$ cat src/rtl/dcount_monitor.sv
// dcount_monitor: scoreboard for a WIDTH-bit down-counter stage.
// Predicts each counter sample from the previous sample and enable.
// It then reports lock, mismatch pulses, saturating error and wrap counts,
// and the first failing sample.
//
// Optional feature macro: DCOUNT_MON_HALT_EN. When defined, the first
// mismatch in TRACK parks the FSM in HALT until clr or rst.
//
// Ports:
//   clock      system clock, rising edge
//   rst        asynchronous reset, active-high
//   cnt_rdy    ready from the counter stage
//   cnt_en     enable as presented to the counter stage
//   cnt_val    counter value output
//   clr        synchronous clear of statistics
//   locked     high while tracking
//   err        one-cycle pulse per detected mismatch (latency 1)
//   fault      sticky, set on first mismatch since reset or clr
//   err_cnt    saturating mismatch count
//   wrap_cnt   saturating count of enabled underflows
//   first_bad  cnt_val at first mismatch
//   first_exp  expected value at first mismatch
module dcount_monitor #(
    parameter int unsigned WIDTH      = 16,
    parameter int unsigned STEP       = 1,
    parameter int unsigned ERR_CNT_W  = 8,
    parameter int unsigned WRAP_CNT_W = 8
) (
    input  logic                  clock,
    input  logic                  rst,
    input  logic                  cnt_rdy,
    input  logic                  cnt_en,
    input  logic [WIDTH-1:0]      cnt_val,
    input  logic                  clr,
    output logic                  locked,
    output logic                  err,
    output logic                  fault,
    output logic [ERR_CNT_W-1:0]  err_cnt,
    output logic [WRAP_CNT_W-1:0] wrap_cnt,
    output logic [WIDTH-1:0]      first_bad,
    output logic [WIDTH-1:0]      first_exp
);

    localparam logic [WIDTH-1:0] STEP_V = WIDTH'(STEP);

`ifdef DCOUNT_MON_HALT_EN
    typedef enum logic [1:0] {IDLE = 2'd0, ARM = 2'd1, TRACK = 2'd2, HALT = 2'd3} state_t;
`else
    typedef enum logic [1:0] {IDLE = 2'd0, ARM = 2'd1, TRACK = 2'd2} state_t;
`endif

    state_t                  state, state_n;
    logic [WIDTH-1:0]        prev_val, prev_val_n;
    logic                    prev_en, prev_en_n;
    logic                    locked_n, err_n, fault_n;
    logic [ERR_CNT_W-1:0]    err_cnt_n;
    logic [WRAP_CNT_W-1:0]   wrap_cnt_n;
    logic [WIDTH-1:0]        first_bad_n, first_exp_n;
    logic [WIDTH-1:0]        exp_val;
    logic                    mismatch;

    // Prediction from the previous sample (modulo 2^WIDTH)
    assign exp_val  = prev_en ? (prev_val - STEP_V) : prev_val;
    assign mismatch = (cnt_val != exp_val);

    // State and statistics registers
    always_ff @(posedge clock or posedge rst) begin
        if (rst) begin
            state     <= IDLE;
            prev_val  <= '0;
            prev_en   <= 1'b0;
            locked    <= 1'b0;
            err       <= 1'b0;
            fault     <= 1'b0;
            err_cnt   <= '0;
            wrap_cnt  <= '0;
            first_bad <= '0;
            first_exp <= '0;
        end else begin
            state     <= state_n;
            prev_val  <= prev_val_n;
            prev_en   <= prev_en_n;
            locked    <= locked_n;
            err       <= err_n;
            fault     <= fault_n;
            err_cnt   <= err_cnt_n;
            wrap_cnt  <= wrap_cnt_n;
            first_bad <= first_bad_n;
            first_exp <= first_exp_n;
        end
    end

    // Next-state, compare and statistics update
    always_comb begin
        state_n     = state;
        prev_val_n  = prev_val;
        prev_en_n   = prev_en;
        err_n       = 1'b0;
        fault_n     = fault;
        err_cnt_n   = err_cnt;
        wrap_cnt_n  = wrap_cnt;
        first_bad_n = first_bad;
        first_exp_n = first_exp;

        case (state)
            IDLE: begin
                if (cnt_rdy) state_n = ARM;
            end
            ARM: begin
                if (!cnt_rdy) begin
                    state_n = IDLE;
                end else begin
                    prev_val_n = cnt_val;
                    prev_en_n  = cnt_en;
                    state_n    = TRACK;
                end
            end
            TRACK: begin
                if (!cnt_rdy) begin
                    state_n = IDLE;
                end else begin
                    // Resync to the observed value so one glitch costs at most two errors
                    prev_val_n = cnt_val;
                    prev_en_n  = cnt_en;
                    if (mismatch) begin
                        err_n = 1'b1;
                        if (err_cnt != '1) err_cnt_n = err_cnt + ERR_CNT_W'(1);
                        if (!fault) begin
                            fault_n     = 1'b1;
                            first_bad_n = cnt_val;
                            first_exp_n = exp_val;
                        end
`ifdef DCOUNT_MON_HALT_EN
                        if (!clr) state_n = HALT;
`endif
                    end else if (prev_en && (prev_val < STEP_V) && (wrap_cnt != '1)) begin
                        wrap_cnt_n = wrap_cnt + WRAP_CNT_W'(1);
                    end
                end
            end
`ifdef DCOUNT_MON_HALT_EN
            HALT: begin
                if (clr) state_n = IDLE;
            end
`endif
            default: state_n = IDLE;
        endcase

        // clr overrides any same-cycle statistics update; err still pulses
        if (clr) begin
            fault_n     = 1'b0;
            err_cnt_n   = '0;
            wrap_cnt_n  = '0;
            first_bad_n = '0;
            first_exp_n = '0;
        end

        locked_n = (state_n == TRACK);
    end

endmodule
$ cat config.mk
export PLATFORM = sky130hd
export DESIGN_NAME = dcount_monitor
export DESIGN_NICKNAME = d
export VERILOG_FILES = /design/src/rtl/dcount_monitor.sv
export SDC_FILE = /design/constraint.sdc
export NUM_CORES = 1
export LEC_CHECK = 0
export CAP_MARGIN = 10
export CORE_MARGIN = 5
export CORE_UTILIZATION = 30
export DETAILED_ROUTE_END_ITERATION = 8
export GPL_TIMING_DRIVEN = 0
export PLACE_DENSITY = 0.53
export SLEW_MARGIN = 20
export SYNTH_ARGS = -nofsm -noshare
export SYNTH_HDL_FRONTEND = slang
export SYNTH_SLANG_ARGS = --single-unit
$ cat constraint.sdc
create_clock -name clock -period 4.65 [get_ports clock]
set_input_delay 0.6975 -clock clock [delete_from_list [all_inputs] [get_ports clock]]
set_output_delay 0.6975 -clock clock [all_outputs]
set_load 0.05 [all_outputs]
==> results_dict.tcl <==
set metrics [dict create \
    grt_pass1_vias 3180 \
    fp.dieH_um 124.9 \
    min_from "first_bad[3]" \
    synth_fp_nets 408 \
    drc 0 \
    h-tree-depth 3 \
    wl_um 10230 \
    grt_use_met3 0.02260 \
    r2r_start "prev_val[6]" \
    layout_min_cycle_time_ns 3.400 \
    r2r_slack_ns 1.25 \
    cp_top_family "simple AND/OR/NAND/NOR gates" \
    antenna_found_initial 0 \
    hold_buffers 0 \
    use_met2 0.2071 \
    worstSetupPathType "reg -> reg" \
    hold_violations 0 \
    clkTransAtPathRegs_ns 0.06 \
    drtIter0Drc 173 \
    synthToLayoutAreaGrowth_pct 32.27 \
    synth_cells 380 \
    cp_num_buf_inv 2 \
    die_w_um 124.9 \
    grt_overflow 0 \
    crit_chain "clkbuf_1 > or3_1 > nor3_4 > xnor2_1 > o2111ai_1 > nor4_1 > a21oi_2 > clkbuf_1 > o211ai_1 > a21oi_1" \
    synth_top_family_by_area "simple AND/OR/NAND/NOR gates" \
    critPathSlowestCell "nor4_1" \
    start_util 0.3028 \
    insertion_delay_ns 0.33 \
    synth-simple-area-share 0.2084 \
    final_cell_count_no_fill 643 \
    crit_required_ns 4.84 \
    place_inst 627 \
    yosysWarnings 0 \
    io_buffers 70 \
    grt_pass1_wl_um 17130 \
    setup_viol 0 \
    power.density_mw_per_mm2 542.2 \
    worstPathArrival_ns 3.59 \
    dieArea_mm2 0.01561 \
    timing.fmax_mhz 294.1 \
    dr.pass1.iters 4 \
    synth_edf_count 0 \
    cp-startpoint "prev_val[6]" \
    synth_ff_type "dfrtp_1" \
    ioPinCount 72 \
    cts-root-buf "clkbuf_16" \
    worst-r2r-cell-count 10 \
    timing.final.crit_share 0.7312 \
    yosys.cell_types.count 63 \
    routedWlPerCell_um 15.91 \
    diodes 0 \
    syn_avg_cell_area_um2 10.43 \
    clock_path_buffers 2 \
    critPathMaxStageDelay_ns 0.67 \
    maxCapViolCount 0 \
    crit_path_frequent_cell "clkbuf_1" \
    hold_end "first_bad[3]" \
    rsz0062_at_grt "false" \
    met1_usage 0.1953 \
    synth_adder_area_share 0.02210 \
    synth_seq_area_share 0.4421 \
    core_mm2 0.01309 \
    r2r_end "first_exp[1]" \
    vias 3070 \
    slew_violations 0 \
    grtUsageTotal 0.1363 \
    status "complete, no violations" \
    fin_total_pwr_mw 2.842 \
    grt_max_degree 37 \
    maxSlewHeadroom 0.5278 \
    synth_xor_area_frac 0.08431 \
    synth_mux_area_frac 0.1039 \
    tns_ns 0 \
    cts_tree "done" \
    postCtsSetupRepairBufs 0 \
    cts-buffers-inserted 9 \
    cts_resized 0 \
    min_path_type "reg -> reg" \
    clock-sinks 70 \
    cp-end-kind "flop" \
    finish.utilization 0.4006 \
    start_kind "flop" \
    ys_ff_latch 70 \
    clock_skew_ns 0.008176 \
    drive_gt1_frac 0.1349 \
    ant_nets 0 \
    final_cell_mix "dfrtp_1, clkdlybuf4s50_1, nor2_1" \
    grt_most_used_layer "met2" \
    dp_hpwl_um 7797 \
    synth-compound-area-share 0.09725 \
    final_nets 490 \
    tightest_slew_ns 0.7019 \
    whs_ns 0.5182 \
    min_delay_path_depth 2 \
    via_per_inst 4.774 \
    power.leakage_nw 2.085 \
    syn_area_mm2 0.003963 \
    async_flop_share 1.000 \
    peakVddDrop_uv 180.1 \
    worst-path-max-fanout 10 \
    place.gp.congestion 0.8353 \
    rows 42 \
]
## cell families after synthesis
| logic type | Yosys count |
|---|---|
| xor+xnor | 33 |
| mux | 38 |
| compound gates | 59 |
| fa+ha+maj | 7 |
| simple gates | 141 |
| buf+inv | 32 |
| flops | 70 |
## sequential cells by signal (all words and copies together) (netlist names)
register,flops
err,1
err_cnt,8
fault,1
first_bad,16
first_exp,16
locked,1
prev_en,1
prev_val,16
state,2
wrap_cnt,8
## power breakdown
| group | switching (mW) | internal (mW) |
|---|---|---|
| logic | 0.708 | 0.514 |
| registers | 0.115 | 0.740 |
| clock network | 0.252 | 0.513 |
## cell usage after synthesis (3+ instances only)
master    number  area [µm²]
and3_1         5       31.28
o21ai_0       13       65.06
clkbuf_1      15       56.30
nor3_1         4       20.02
xnor2_1       20       175.2
ha_1           7       87.58
xor2_1        10       87.58
nor4_1         4       25.02
dfrtp_1       70        1752
nor2b_1        4       25.02
nand3_1        9       45.04
or3_1          7       43.79
nor2_1        53       198.9
inv_1          8       30.03
buf_6          5       56.30
nand2_1       19       71.32
mux2_2        17       191.4
mux2i_1       19       190.2
a21oi_1       16       80.08
nand4_1        4       25.02
a211oi_1      14       105.1
o31ai_1        3       22.52
## cell type report
class,count,area [µm²]
Multi-Input combinational cell,278,2044
Inverter,8,32.53
Timing Repair Buffer,71,720.7
Clock buffer,13,270.3
Tap cell,176,220.2
Buffer,24,136.4
Sequential cell,70,1752
Clock inverter,3,65.06
Fill cell,1281,7844
## how the worst max path moves through the flow
stage,end,depth (start not counted),slack [ns]
floorplan,err_cnt[0],11,1.66
global placement,first_bad[12],2,0.85
detailed placement,first_exp[1],10,1.05
CTS,first_exp[1],9,1.16
global route,first_exp[1],10,0.92
finish,first_exp[1],10,1.25
## metrics by stage
step                instance area, µm²  setup WS, ns
floorplan                         3963         1.661
global placement                  4883        0.8521
detailed placement                4906         1.047
CTS                               5241         1.163
global route                      5241        0.9155
finish                            5241         1.250
## worst register-to-register path, delay by kind of cell (launching register included)
family          cells  cell delay (ns)
compound gates      4             0.70
buf+inv             2             0.48
flops               1             0.36
simple gates        3             1.49
xor+xnor            1             0.22
## metal layers
layer / share of wire / vias up
met2: 0.44 / 57
met3: 0.034 / 11
met5: 0 / -
met1: 0.51 / 1490
met4: 0.017 / 0
li1: - / 1512
No activity file was read; power rests on OpenSTA's default activity.
